File: src/rtl/ps2_key_event_controller.sv
// Turns the PS/2 scan-code byte stream into {brk, ext, code} key events, tracks modifier
// keys and queues events in a first-word fall-through FIFO for the bus side.
module ps2_key_event_controller #(
    parameter int unsigned FIFO_DEPTH     = 16,
    parameter int unsigned PREFIX_TIMEOUT = 1250000
) (
    input  logic                          clk,
    input  logic                          rst,
    input  logic [7:0]                    scanCode,
    input  logic                          scanCodeReady,
    output logic                          evt_valid,
    input  logic                          evt_ready,
    output logic [9:0]                    evt_data,
    output logic [$clog2(FIFO_DEPTH):0]   evt_count,
    output logic [3:0]                    mods,
    output logic                          overflow,
    input  logic                          overflow_clr
);

    localparam int unsigned AW = $clog2(FIFO_DEPTH);
    localparam int unsigned CW = AW + 1;
    localparam int unsigned TW = $clog2(PREFIX_TIMEOUT + 1);
    localparam logic [TW-1:0] TimerLast = TW'(PREFIX_TIMEOUT - 1);

    typedef enum logic [2:0] {StIdle, StExt, StBrk, StExtBrk, StSkip} state_e;

    state_e        state_q, state_d;
    logic [2:0]    skip_q, skip_d;
    logic [TW-1:0] timer_q, timer_d;
    logic [3:0]    mods_q, mods_d;
    logic          overflow_q, overflow_d;
    logic [CW-1:0] wr_q, wr_d, rd_q, rd_d;
    logic [9:0]    mem_q [FIFO_DEPTH];

    logic       emit;
    logic [9:0] emit_data;
    logic       is_e0, is_f0, is_e1, is_prefix, is_ignored;
    logic       full, pop, push;

    assign is_e0      = (scanCode == 8'hE0);
    assign is_f0      = (scanCode == 8'hF0);
    assign is_e1      = (scanCode == 8'hE1);
    assign is_prefix  = is_e0 | is_f0 | is_e1;
    // Receiver status bytes (BAT ok, ACK, resend, echo, errors) never become key events.
    assign is_ignored = (scanCode == 8'hAA) | (scanCode == 8'hFA) | (scanCode == 8'hFE) |
                        (scanCode == 8'hEE) | (scanCode == 8'h00) | (scanCode == 8'hFF);

    always_comb begin
        state_d   = state_q;
        skip_d    = skip_q;
        timer_d   = timer_q;
        emit      = 1'b0;
        emit_data = '0;
        if (scanCodeReady) begin
            timer_d = '0;
            // A fresh E0/E1 inside an extended sequence restarts decoding from idle.
            if (state_q == StIdle || (state_q == StExt && (is_e0 || is_e1))) begin
                state_d = StIdle;
                if (is_e0) begin
                    state_d = StExt;
                end else if (is_f0) begin
                    state_d = StBrk;
                end else if (is_e1) begin
                    state_d = StSkip;
                    skip_d  = 3'd7;
                end else if (!is_ignored) begin
                    emit      = 1'b1;
                    emit_data = {2'b00, scanCode};
                end
            end else begin
                case (state_q)
                    StExt: begin
                        if (is_f0) begin
                            state_d = StExtBrk;
                        end else begin
                            state_d   = StIdle;
                            emit      = 1'b1;
                            emit_data = {2'b01, scanCode};
                        end
                    end
                    StBrk, StExtBrk: begin
                        state_d = StIdle;
                        if (!is_prefix) begin
                            emit      = 1'b1;
                            emit_data = {1'b1, state_q == StExtBrk, scanCode};
                        end
                    end
                    StSkip: begin
                        skip_d = skip_q - 3'd1;
                        if (skip_q == 3'd1) begin
                            state_d   = StIdle;
                            emit      = 1'b1;
                            emit_data = {2'b01, 8'hE1};
                        end
                    end
                    default: state_d = StIdle;
                endcase
            end
        end else if (state_q != StIdle) begin
            if (timer_q == TimerLast) begin
                state_d = StIdle;
                timer_d = '0;
            end else begin
                timer_d = timer_q + TW'(1);
            end
        end
    end

    always_comb begin
        mods_d = mods_q;
        if (emit) begin
            if (emit_data[7:0] == 8'h12 && !emit_data[8]) mods_d[0] = ~emit_data[9];
            if (emit_data[7:0] == 8'h59 && !emit_data[8]) mods_d[1] = ~emit_data[9];
            if (emit_data[7:0] == 8'h14)                  mods_d[2] = ~emit_data[9];
            if (emit_data[7:0] == 8'h11)                  mods_d[3] = ~emit_data[9];
        end
    end

    assign evt_count = wr_q - rd_q;
    assign evt_valid = (evt_count != '0);
    assign full      = (evt_count == CW'(FIFO_DEPTH));
    assign pop       = evt_valid & evt_ready;
    // A full FIFO still accepts a push when the head leaves on the same edge.
    assign push      = emit & (~full | pop);
    assign evt_data  = evt_valid ? mem_q[rd_q[AW-1:0]] : '0;
    assign mods      = mods_q;
    assign overflow  = overflow_q;

    always_comb begin
        wr_d       = wr_q + CW'(push);
        rd_d       = rd_q + CW'(pop);
        overflow_d = overflow_q;
        if (overflow_clr) overflow_d = 1'b0;
        if (emit && full && !pop) overflow_d = 1'b1;
    end

    always_ff @(posedge clk or negedge rst) begin
        if (!rst) begin
            state_q    <= StIdle;
            skip_q     <= '0;
            timer_q    <= '0;
            mods_q     <= '0;
            overflow_q <= 1'b0;
            wr_q       <= '0;
            rd_q       <= '0;
        end else begin
            state_q    <= state_d;
            skip_q     <= skip_d;
            timer_q    <= timer_d;
            mods_q     <= mods_d;
            overflow_q <= overflow_d;
            wr_q       <= wr_d;
            rd_q       <= rd_d;
        end
    end

    always_ff @(posedge clk) begin
        if (push) mem_q[wr_q[AW-1:0]] <= emit_data;
    end

endmodule
File: config.mk
export PLATFORM = sky130hd
export DESIGN_NAME = ps2_key_event_controller
export DESIGN_NICKNAME = d
export VERILOG_FILES = /design/src/rtl/ps2_key_event_controller.sv
export SDC_FILE = /design/constraint.sdc
export NUM_CORES = 1
export LEC_CHECK = 0
export CAP_MARGIN = 10
export CORE_MARGIN = 2
export CORE_UTILIZATION = 45
export CTS_BUF_LIST = sky130_fd_sc_hd__clkbuf_2 sky130_fd_sc_hd__clkbuf_4 sky130_fd_sc_hd__clkbuf_8
export DETAILED_ROUTE_END_ITERATION = 12
export GPL_ROUTABILITY_DRIVEN = 0
export PLACE_DENSITY_LB_ADDON = 0.15
export SLEW_MARGIN = 10
export SYNTH_ARGS = -nofsm -noshare
export SYNTH_HDL_FRONTEND = slang
export SYNTH_SLANG_ARGS = --single-unit
File: constraint.sdc
create_clock -name clk -period 3.5 [get_ports clk]
set_clock_uncertainty 0.15 [all_clocks]
set_input_delay 0.525 -clock clk [delete_from_list [all_inputs] [get_ports clk]]
set_output_delay 0.525 -clock clk [all_outputs]
set_load 0.005 [all_outputs]
-- After elaboration in Yosys (flattened, before gate mapping)
Memories as Yosys holds them, arrays and structs flattened.
Cells that the tools add are included.
- $add $sub $neg: 5
- eq/ne operators: 23
- muxes and demuxes: 43
- bitwise logic cells: 12
- reduce and logical (&&, ||, !) cells: 24
- operators by type and width (operator ; count):
    equality test 8 bit (second input constant) ; 8
    2-to-1 mux 21 bit ; 3
    2-to-1 mux 10 bit ; 4
    2-to-1 mux 3 bit ; 13
    2-to-1 mux 8 bit ; 4
    case mux 10 bit (3 select lines) ; 1
    equality test 8 x 5 -> 1 bit (second input constant) ; 3
    adder 21 x 1 -> 21 bit (second input constant) ; 1
    equality test 21 bit (second input constant) ; 1
    2-to-1 mux 9 bit ; 2
    2-to-1 mux 1 bit ; 13
    adder 5 x 1 -> 5 bit ; 2
    equality test 8 x 7 -> 1 bit (second input constant) ; 1
    logical NOT 8 bit ; 1
    OR 1 bit ; 8
    AND reduction 2 bit ; 4
    nonzero test 2 bit ; 4
    equality test 3 x 1 -> 1 bit (second input constant) ; 2
    equality test 3 x 2 -> 1 bit (second input constant) ; 2
    != test 2 bit (second input constant) ; 3
    case mux 3 bit (2 select lines) ; 1
    equality test 5 bit (second input constant) ; 1
    logical AND 1 bit ; 5
    AND reduction 5 bit ; 1
    15 further kinds ; 19
- bits in registers: 42
- memory bits (writable): 160
- output and inout bits: 21
- memories kept: 1
- memory list (name ; depth ; bits a word ; rd ports ; clocked after memory_dff ; write ports ; line ; text):
    mem_q ; 16 ; 10 ; 1 ; 0 ; 1 ; 33 ; logic [9:0] mem_q [FIFO_DEPTH];

-- Longest topological paths before layout
Gate-level depths: netlist (run 1).
- depth after elaboration: 15
- gate-level depth with buffers: 15
- gate-level depth less buffers: 13

-- Worst setup path before layout (run 1)
No wires, ideal clock.
- path kind: register -> register
- start point: register rd_q[2]
- end point: memory mem_q[4][0] (enable)
- setup time: 0.390 ns
- arrival: 3.100 ns
- data required time: 2.960 ns
- slack: -0.140 ns
- stages on the path, launching flop included: 10
- path buffers: 1
- clock period less this slack: 3.640 ns
- path through: dfrtp_1 > inv_1 > clkbuf_1 > ha_1 > a21o_1 > a21oi_1 > xnor2_1 > a31oi_1 > nand3b_1 > nor3_1
- word-level cells in the longest chain between the ends: 7
- ends and longest elaborated chain (element ; line ; text):
    start: declaration ; 32 ; logic [CW-1:0] wr_q, wr_d, rd_q, rd_d;
    start signal: assignment ; 153 ; rd_q <= rd_d;
    subtractor 5 bit (*) ; 119 ; assign evt_count = wr_q - rd_q;
    net evt_count[4] ; 14 ; output logic [$clog2(FIFO_DEPTH):0] evt_count,
    nonzero test 5 bit / equality test 5 bit (equally long branches) ; 120, 121 ;
    AND 1 bit / NOT 1 bit (equally long branches) ; 122, 124 ;
    OR 1 bit (*) ; 124 ; assign push = emit & (~full | pop);
    AND 1 bit (*) ; 124 ;
    2-to-1 mux 1 bit (*) ; 158 ; if (push) mem_q[wr_q[AW-1:0]] <= emit_data;
    2-to-1 mux 1 bit (implied by the code) (*) ; 158 ;
    end: declaration ; 33 ;
Mark *: on every way through the listed nets, which the timed path passes. The rest lies on a longest branch.

-- Worst setup path after layout (run 1)
- start point: register rd_q[1]
- end point: output port evt_valid
- word-level cells in the longest chain between the ends: 2
- ends and longest elaborated chain (element ; line ; text):
    subtractor 5 bit ; 119 ;
    nonzero test 5 bit ; 120 ; assign evt_valid = (evt_count != '0);
    end: declaration ; 11 ; output logic evt_valid,
Every way passes these cells.

==> results of run 1 <==
registers in the layout, indices dropped and copies added (netlist names):
name and flops:
wr_q 5, overflow 1, mods 4, timer_q 21
skip_q 3, state_q 3, mem_q 160, rd_q 5
Yosys cell counts, types with 5 or more instances:
cell type / count
mux4_2: 50
edfxtp_1: 160
nand4_1: 11
a21oi_1: 13
nand2b_1: 5
dfrtp_1: 42
inv_1: 22
buf_1: 5
nand2_1: 21
clkbuf_1: 17
nor2_1: 41
xor2_1: 8
and3_1: 9
nor3_1: 13
ha_1: 11
xnor2_1: 11
nand3_1: 21
o21ai_0: 18
nor2b_1: 15
or3_1: 5
report_power, final:
group	switching, mW	total (mW)	internal, mW
clock network	0.931	2.11	1.18
logic	1.44	3.20	1.76
registers	0.127	3.00	2.87
total	2.50	8.30	5.80
placed cells by master (no fill, tap or decap), types with 9 or more instances in the layout:
| cell type | synthesis | layout |
|---|---|---|
| nand2_1 | 21 | 21 |
| nor2_1 | 41 | 41 |
| nand3_1 | 21 | 21 |
| clkdlybuf4s50_1 | 0 | 20 |
| clkbuf_8 | 0 | 37 |
| mux4_2 | 50 | 50 |
| nand4_1 | 11 | 11 |
| nor2b_1 | 15 | 11 |
| buf_2 | 0 | 9 |
| and3_1 | 9 | 9 |
| buf_12 | 0 | 14 |
| clkbuf_4 | 0 | 11 |
| ha_1 | 11 | 10 |
| a21oi_1 | 13 | 13 |
| xnor2_1 | 11 | 9 |
| dfrtp_1 | 42 | 40 |
| nor3_1 | 13 | 9 |
| buf_4 | 0 | 63 |
| inv_1 | 22 | 18 |
| o21ai_0 | 18 | 18 |
| edfxtp_1 | 160 | 160 |
routing by layer:
metal / vias to the layer above / GRT usage, % / share of wire, % / wire (um)
met2: 171 / 36.2 / 51 / 10500
met3: 33 / 4.33 / 5.7 / 1170
met1: 2822 / 26.9 / 41 / 8500
met4: 0 / 6.30 / 2.0 / 414
li1: 2458 / - / - / -
met5: - / 0 / 0 / 0
cell families (layout without fill, tap and decap cells):
logic type / after synthesis / count (layout) / share of synthesized area, %
XOR/XNOR: 19 / 19 / 1.90
adder cells (fa/ha/maj): 12 / 12 / 1.80
multiplexers: 54 / 54 / 13.3
flip-flops: 202 / 202 / 66.7
buffers and inverters: 44 / 202 / 1.88
AND/OR/NAND/NOR: 160 / 160 / 9.56
AO/OA/AOI/OAI: 64 / 64 / 4.83
area by class of cell:
cell class	instances	area share, %
multi-input combinational	309	26.0
timing repair buffer	116	10.5
sequential	202	53.4
inverter	22	0.753
clock inverter	16	0.924
clock buffer	48	5.40
tap	265	3.02
worst paths after layout:
| path | from | endpoint | cells after the start |
|---|---|---|---|
| hold reg to reg | mods[3] | mods[3] | 1 |
| min in group clk | mods[3] | mods[3] | 1 |
| hold / removal | rst | wr_q[3] | 1 |
| setup / recovery | rd_q[1] | evt_valid | 11 |
| max in group asynchronous | rst | rd_q[1] | 1 |
| setup reg to reg | rd_q[0] | mem_q[15][6] | 11 |
worst max-delay path, cell delays in order, from the launching register on:
cell and delay, ns:
dfrtp_2 0.40, inv_1 0.05, ha_1 0.30, nor2b_2 0.16, o21a_1 0.18, or3_4 0.33, and2_4 0.18, nor3_4 0.21
buf_6 0.17, buf_6 0.12, inv_2 0.03, buf_6 0.10
what timing repair did:
action	4_1_cts	5_1_grt
pin swaps	4	2
buffers inserted	14	3
hold buffers	0	0
gates cloned	2	0
setup endpoints to repair	11	54
resized for setup	57	8
through the flow:
step | area [um^2] | cells | total power [mW]
after CTS | 10900 | 976 | 8.27
after detailed placement | 10100 | 896 | 5.88
final | 11000 | 978 | 8.30
after global placement | 10100 | 896 | 5.84
after global routing | 11000 | 978 | 8.70
after floorplan | 8800 | 555 | 4.58
==> out/metrics.csv, run 1 <==
metric,value,unit
outcome,"finished, final reports clean",
critPathRequiredTime,2.82,ns
ys_ff_latch,202,
peakVddDrop,0.568,mV
synth_area,8780,um^2
start_util,45.4,%
core,19300,um^2
grt_overflow,0,
synth.distinct_cells,54,
synth_ff_type,edfxtp_1,
utilization,56.7,%
num_rows,51,
timing.hold.ws,0.0263,ns
synth_edf_count,160,
numCtsBuffers,35,
finalCriticalPeriod,3.41,ns
area_delta_synth_final,24.9,%
endpoint_kind,primary output,
grt_pass1_wl,31.7,mm
synth.area.top_cells,"edfxtp_1, mux4_2, dfrtp_1",
power.leakage,3.98,nW
multi_input_area,2850,um^2
fillers,1545,
path_class,reg -> out,
layout_setup_ws,0.0913,ns
antenna_found_initial,0,
grt_pass1_vias,5689,
ant_nets,0,
drt_iter0_markers,443,
netlist_instances,555,
async_flop_share,20.8,%
pre_cts_ws,-0.347,ns
maxSlewViolCount,0,
min_path_type,in -> async,
wire_per_inst,21.0,um
finalCritPeriodShare,97.4,%
vias_per_cell,5.61,
grt_usage,21.0,%
maxCapViolations,0,
ioPinCount,34,
nNetsFinal,711,
cp.arrival,2.73,ns
dp_hpwl,13.2,mm
grt_start_max_net_pins,43,
finalSetupViolations,0,
startpoint_type,flop,
timing.fmax,293,MHz
numPortBuffers,33,
drc_errors,0,
cts_tree,built,
final.setup.tns,0,ns
syn_avg_cell_area,15.8,um^2
clockBufferDepth,3,
netlist.area_leader.share,54.7,%
totalWireLength,20.6,mm
hold_viol,0,
antennaDiodeCount,0,
seqCellArea,5860,um^2
via_count,5484,
drt-pass1-iter-count,5,
yosysTopAreaCell,edfxtp_1,
powerDensity,757,nW/um^2
path_clk_slew,0.06,ns
clock_latency,0.52,ns
slew_headroom,31.1,%
fp.dieH,144,um
die-area,20600,um^2
r2r_slack,0.33,ns
cts-root-buf,clkbuf_8,
synth-seq-area-share,66.7,%
cts_sinks,202,
die_x,144,um
htreeDepth,2,
ys_warn_count,0,
worstPathMaxFanout,4,
drive_above_1_share,32.0,%
synth_fp_nets,580,
tightest_slew,1.03,ns
No activity file was read; power rests on OpenSTA's default activity.
==> run 2: changes to the inputs <==
Settings changed: MAX_ROUTING_LAYER set to met4.
==> run 2 against run 1 <==
Setup slack improved by 0.0035 ns. Via count down 0.13%. Critical path type unchanged. Maximum frequency rose by 0.10%. Critical path depth is the same. Sequential cell count unchanged. Global-route usage up 0.57 points. Final cell count did not move. Sequential power about the same. Routed wire length grew 0.55%. First-iteration DRC count is 5.4% higher.
==> out/metrics.csv, run 2 (synthesis gave the netlist of run 1 again) <==
metric,value,unit
numPortBuffers,33,
timing.hold.ws,0.0311,ns
p_sw,2.49,mW
cts-root-buf,clkbuf_8,
final_cell_mix,"edfxtp_1, buf_4, mux4_2, nor2_1, dfrtp_1",
cts_tree,built,
via_count,5477,
clockBufferDepth,3,
start_util,45.4,%
fp.dieH,144,um
ioPinCount,34,
maxSlewViolCount,0,
cp.arrival,2.73,ns
pre_cts_ws,-0.347,ns
wire_per_inst,21.1,um
largest_register_ffs,160,
grt_overflow,0,
cts_hold_buf,0,
vias_per_cell,5.60,
layout_setup_ws,0.0948,ns
outcome,"finished, final reports clean",
final_common_cell,edfxtp_1,
finalSetupViolations,0,
path_clk_slew,0.06,ns
core,19300,um^2
numCtsBuffers,35,
drive_above_1_share,31.8,%
dp_hpwl,13.2,mm
peakVddDrop,0.568,mV
nNetsFinal,711,
worstPathMaxFanout,4,
powerDensity,756,nW/um^2
slew_headroom,29.9,%
p_int,5.80,mW
power.leakage,3.98,nW
pwr-share-clk,25.4,%
path_class,reg -> out,
grt_usage,21.5,%
grt_start_max_net_pins,43,
power_frac_comb,38.4,%
antenna_found_initial,0,
timing.fmax,294,MHz
clock_latency,0.52,ns
num_rows,51,
die_x,144,um
seq_power_share,36.1,%
endpoint_kind,primary output,
grt_pass1_vias,5684,
htreeDepth,2,
switching_share,30.0,%
hold_viol,0,
totalWireLength,20.7,mm
drt_iter0_markers,467,
die-area,20600,um^2
drc_errors,0,
startpoint_type,flop,
finalCriticalPeriod,3.41,ns
maxCapViolations,0,
ant_nets,0,
critPathRequiredTime,2.82,ns
drt-pass1-iter-count,5,
finalCritPeriodShare,97.3,%
area_delta_synth_final,24.8,%
antennaDiodeCount,0,
tightest_slew,1.05,ns
min_path_type,in -> async,
cts_sinks,202,
grt_pass1_wl,31.6,mm
run 2: worst max-delay path, cell delays in order, from the launching register on:
cell	delay, ns
dfrtp_2	0.40
inv_1	0.05
ha_1	0.29
nor2b_2	0.17
o21a_1	0.18
or3_4	0.33
and2_4	0.18
nor3_4	0.21
buf_6	0.15
buf_4	0.11
nor2b_1	0.04
buf_2	0.12
run 2: timing repair:
| item | CTS | global route |
|---|---|---|
| endpoints found under the setup margin | 11 | 94 |
| hold endpoints to repair | 0 | 0 |
| gates cloned | 2 | 0 |
| pin swaps | 4 | 2 |
| gates resized for setup | 57 | 8 |
| buffers inserted | 14 | 3 |
run 2: per-layer routing:
metal | track usage (%) | share of wire (%) | vias to the layer above
li1 | - | - | 2459
met1 | 26.8 | 42 | 2834
met2 | 36.1 | 51 | 153
met3 | 4.27 | 5.7 | 31
met4 | 6.35 | 2.0 | 0
met5 | - | 0 | -
run 2: worst paths after layout:
check / start / endpoint / slack (ns) / depth (start not counted)
max in group asynchronous: rst / rd_q[1] / 2.47 / 1
min reg2reg: mods[3] / mods[3] / 0.35 / 1
max: rd_q[1] / evt_data[6] / 0.09 / 11
max reg2reg: rd_q[0] / mem_q[15][6] / 0.23 / 11
min in group clk: mods[3] / mods[3] / 0.35 / 1
min: rst / timer_q[15] / 0.03 / 1
run 2: layout make-up:
| cell class | count | area (um^2) |
|---|---|---|
| flip-flops and latches | 202 | 5860 |
| fillers | 1544 | 8370 |
| repair buffers | 116 | 1150 |
| clock buffers | 48 | 592 |
| clock inverters | 16 | 101 |
| well taps | 265 | 332 |
| inverters | 22 | 82.6 |
| multi-input cells | 309 | 2850 |
run 2: stage by stage:
step | util [%] | instance area (um^2) | power, mW | cells | setup TNS [ns]
2_1_floorplan | - | 8800 | 4.58 | 555 | 0
3_3_place_gp | 52.1 | 10100 | 5.84 | 896 | -21.45
3_5_place_dp | 52.1 | 10100 | 5.88 | 896 | -41.18
4_1_cts | 56.5 | 10900 | 8.27 | 976 | -0.108
5_1_grt | 56.7 | 11000 | 8.69 | 978 | -0.000967
6_report | 56.7 | 11000 | 8.29 | 978 | 0
run 2: power groups by stage:
stage / sequential [mW] / combinational [mW] / clock, mW
after floorplan: 3.02 / 1.56 / 0
after global placement: 3.03 / 2.81 / 0
after detailed placement: 3.04 / 2.84 / 0
after CTS: 3.00 / 3.11 / 2.16
after global routing: 3.02 / 3.40 / 2.27
final: 3.00 / 3.19 / 2.11
==> RTL edit 1: new RTL, config.mk and constraints of run 1 <==
Encoding of `state_e`: now one-hot (5 bits for 5 states).
--- a/src/rtl/ps2_key_event_controller.sv
+++ b/src/rtl/ps2_key_event_controller.sv
@@ -24,3 +24,3 @@
 
-    typedef enum logic [2:0] {StIdle, StExt, StBrk, StExtBrk, StSkip} state_e;
+    typedef enum logic [4:0] {StIdle = 5'b00001, StExt = 5'b00010, StBrk = 5'b00100, StExtBrk = 5'b01000, StSkip = 5'b10000} state_e;
 
Behaviour: same outputs for any inputs over 4 cycles, from zero or initial values and one cycle with rst low; so few cycles prove little.
==> RTL edit 1 against run 1 <==
- sequential cell count grew 2
- critical endpoint is now evt_data[5]
- total power shrank 0.92%
- setup slack lost 0.0068 ns
- maximum frequency shrank 0.20%
- cell area shrank 0.24%
- synthesized area grew 2.6%
- register-to-register slack lost 0.08 ns
- routed wire length shrank 2.6%
==> RTL edit 1: results <==
{
  "crit_start": "rd_q[0]",
  "io_buffers": 33,
  "cts_root_buf": "clkbuf_8",
  "post_cts_buffers": 3,
  "worst_pin_slew_ns": 1.07,
  "layout_setup_ws_ns": 0.0845,
  "hpwlAfterDp_um": 12800,
  "comb_power_w": 0.00316,
  "async_flop_share_pct": 21.6,
  "syn_nets": 593,
  "grt_first_pass_wirelength_um": 31100,
  "r2r-start": "state_q[3]",
  "status": "completed",
  "seq_power_w": 0.00299,
  "rrSetupSlack_ns": 0.25,
  "fin_cells": 964,
  "cts.repair.resized": 20,
  "fillers": 1565,
  "leakage_nw": 3.95,
  "yosysUniqueCellTypes": 64,
  "p_sw_share_pct": 31.0,
  "drt_first_iter_violations": 416,
  "r2r_end": "mem_q[4][9]",
  "internal_power_w": 0.00568,
  "final_layout_size_suffix_gt1_share_pct": 30.0,
  "wirelength_um": 20000,
  "cp.arrival_ns": 2.74,
  "layout.nets": 699,
  "synth_area_leaders": "edfxtp_1, mux4_2, dfrtp_1, nor2_1, ha_1",
  "synth_common_cells": "edfxtp_1, mux4_2, dfrtp_1",
  "pre_cts_ws_ns": -0.135,
  "r2r_cells": 10,
  "postPlaceCellArea_um2": 10100,
  "syn_inst": 568,
  "dp_cells": 893,
  "grtUsageTotal_pct": 19.0,
  "critPathCapture": "evt_data[5]",
  "seq_area_um2": 5910,
  "vias": 5297,
  "whs_ns": 0.0401,
  "path_delay_family": "buffers and inverters",
  "grt_pass1_vias": 5477,
  "crit_fanout": 6,
  "critPathSlowestCell": "dfrtp_2",
  "grt_max_degree": 45
}
-- RTL edit 1: kinds of logic after synthesis --
logic type	Yosys count	share of synthesized area [%]
xor+xnor	24	2.33
mux	55	13.1
simple gates	173	11.0
fa+ha+maj	12	1.75
flops	204	65.6
compound gates	52	3.93
buf+inv	48	2.29
-- RTL edit 1: per-layer routing --
layer | global-route usage [%] | vias up | wire, µm
met1 | 28.2 | 2706 | 9470
met3 | 3.98 | 22 | 1070
met4 | 4.80 | 0 | 294
met2 | 29.1 | 139 | 9200
met5 | 0 | - | 0
li1 | - | 2430 | -
-- RTL edit 1: layout make-up --
| type | count | area share [%] |
|---|---|---|
| sequential | 204 | 54.0 |
| tap | 265 | 3.03 |
| clock inverter | 16 | 0.915 |
| multi-input combinational | 316 | 27.6 |
| timing repair buffer | 95 | 8.43 |
| inverter | 22 | 0.755 |
| clock buffer | 46 | 5.21 |
==> RTL edit 2: new RTL, flow settings as in run 1 <==
Without the edit above. The parameter `PREFIX_TIMEOUT` goes from 1250000 to 2500000.
--- a/src/rtl/ps2_key_event_controller.sv
+++ b/src/rtl/ps2_key_event_controller.sv
@@ -4,3 +4,3 @@
     parameter int unsigned FIFO_DEPTH     = 16,
-    parameter int unsigned PREFIX_TIMEOUT = 1250000
+    parameter int unsigned PREFIX_TIMEOUT = 2500000
 ) (
Function: same outputs for any inputs over 4 cycles, from zero or initial values and one cycle with rst low; that may be too few to reach the edited logic, so the function may still have changed.
==> RTL edit 2 against run 1 <==
- register-to-register slack lost 0.15 ns
- cell count down 2.5%
- largest power group unchanged
- combinational power is 2% higher
- core utilization down 1.0 points
- die area up 1.0%
- synthesized area rose by 1.0%
- routed wire length fell by 4.4%
- setup slack lost 0.069 ns
- cell area is 1.5% lower
- sequential cell count grew 1
- non-clock buffer count down 20
- critical endpoint is now evt_data[0]
- total power is 0.54% higher
==> RTL edit 2: results <==
{
  "grt_first_pass_wirelength_um": 30600,
  "cts_buffers": 34,
  "cpPeakStageDelay_ns": 0.43,
  "yosysUniqueCellTypes": 58,
  "critPathSlowestCell": "dfrtp_2",
  "async_flop_share_pct": 21.2,
  "rrSetupSlack_ns": 0.18,
  "synth-edff-count": 160,
  "yosysSeqAreaShare_pct": 66.3,
  "cts_root_buf": "clkbuf_8",
  "synth_common_cells": "edfxtp_1, mux4_2, dfrtp_1",
  "yosysWarnings": 0,
  "crit_fanout": 4,
  "start_kind": "flip-flop",
  "r2r_cells": 15,
  "syn_inst": 557,
  "status": "completed",
  "whs_ns": 0.0241,
  "synth_xor_area_share_pct": 1.97,
  "grtUsageTotal_pct": 19.9,
  "fillers": 1580,
  "ctsHtreeMaxLevel": 2,
  "grt_remaining_overflow": 0,
  "peakVddDrop_v": 0.000366,
  "dr.pass1.iters": 4,
  "r2r_end": "wr_q[4]",
  "leakage_nw": 3.93,
  "path_clk_slew_ns": 0.06,
  "syn_nets": 582,
  "largest_register_ffs": 160,
  "antenna_found_initial": 0,
  "hp-class": "in2async",
  "clock_path_buffers": 3,
  "final_antenna_net_count": 0,
  "grt_max_degree": 44,
  "io_buffers": 33,
  "via_per_inst": 5.53,
  "dp_cells": 881,
  "synthMuxAreaShare_pct": 13.2,
  "vias": 5271,
  "final_layout_size_suffix_gt1_share_pct": 32.5,
  "r2r-start": "rd_q[0]",
  "yosys.area_share.adder_pct": 1.78,
  "slew_headroom_pct": 26.8,
  "p_switching_w": 0.00260,
  "clk_latency_ns": 0.52,
  "synth_area_leaders": "edfxtp_1, mux4_2, dfrtp_1, ha_1, nand2_1",
  "diodes": 0,
  "synth_compound_area_share_pct": 4.33,
  "drt_first_iter_violations": 357,
  "grt_pass1_vias": 5380,
  "wirelength_um": 19700,
  "hpwlAfterDp_um": 12900,
  "layout.nets": 690
}
## RTL edit 2: area by class of cell
type / count / share of cell area, %
clock buffer: 49 / 5.37
tap: 265 / 3.07
clock inverter: 11 / 0.811
multi-input combinational: 307 / 27.7
timing repair buffer: 96 / 7.75
inverter: 23 / 0.799
sequential: 203 / 54.5
## RTL edit 2: metrics by stage
stage                     worst slack (ns)  area, µm²
after global routing               -0.0857      10800
after detailed placement            -0.423       9920
final                               0.0218      10800
after CTS                          -0.0808      10700
after global placement              -0.285       9920
after floorplan                     -0.247       8910
## RTL edit 2: routing by layer
layer	vias to the layer above	GRT usage (%)	share of wire, %
li1	2393	-	-
met1	2731	28.2	45
met2	125	31.6	49
met3	22	3.77	4.5
met4	0	6.03	1.7
met5	-	0	0
## RTL edit 2: worst max-delay path, delay by kind of cell (launching register included)
family,cells,cell delay (ns)
AO/OA/AOI/OAI,2,0.21
AND/OR/NAND/NOR,2,0.24
buffers and inverters,6,0.76
adder cells (fa/ha/maj),2,0.51
XOR/XNOR,1,0.14
flip-flops,1,0.43
## RTL edit 2: worst max path at each step
stage                  endpoint  cells past startpoint
CTS                 evt_data[0]                     13
floorplan           mem_q[1][0]                     11
finish              evt_data[0]                     13
global placement    mem_q[2][1]                      9
global route        evt_data[0]                     14
detailed placement  mem_q[2][9]                     10
## RTL edit 2: repair_timing
item / CTS / global route
resized for setup: 67 / 15
gates cloned: 1 / 0
buffers inserted: 10 / 2
pin swaps: 6 / 6
setup endpoints to repair: 37 / 104
## RTL edit 2: cell families after synthesis
group | after synthesis
DFF | 203
and+or+nand+nor | 164
AOI/OAI and AO/OA | 57
muxes | 54
buffers and inverters | 47
xor gates and xnor gates | 20
adders and majority gates | 12
## RTL edit 2: power groups by stage
stage          Clock [W]  Sequential [W]  Combinational [W]
6_report         0.00207         0.00300            0.00328
4_1_cts          0.00212         0.00300            0.00320
2_1_floorplan          0         0.00302            0.00168
3_3_place_gp           0         0.00303            0.00297
3_5_place_dp           0         0.00305            0.00301
5_1_grt          0.00223         0.00302            0.00354
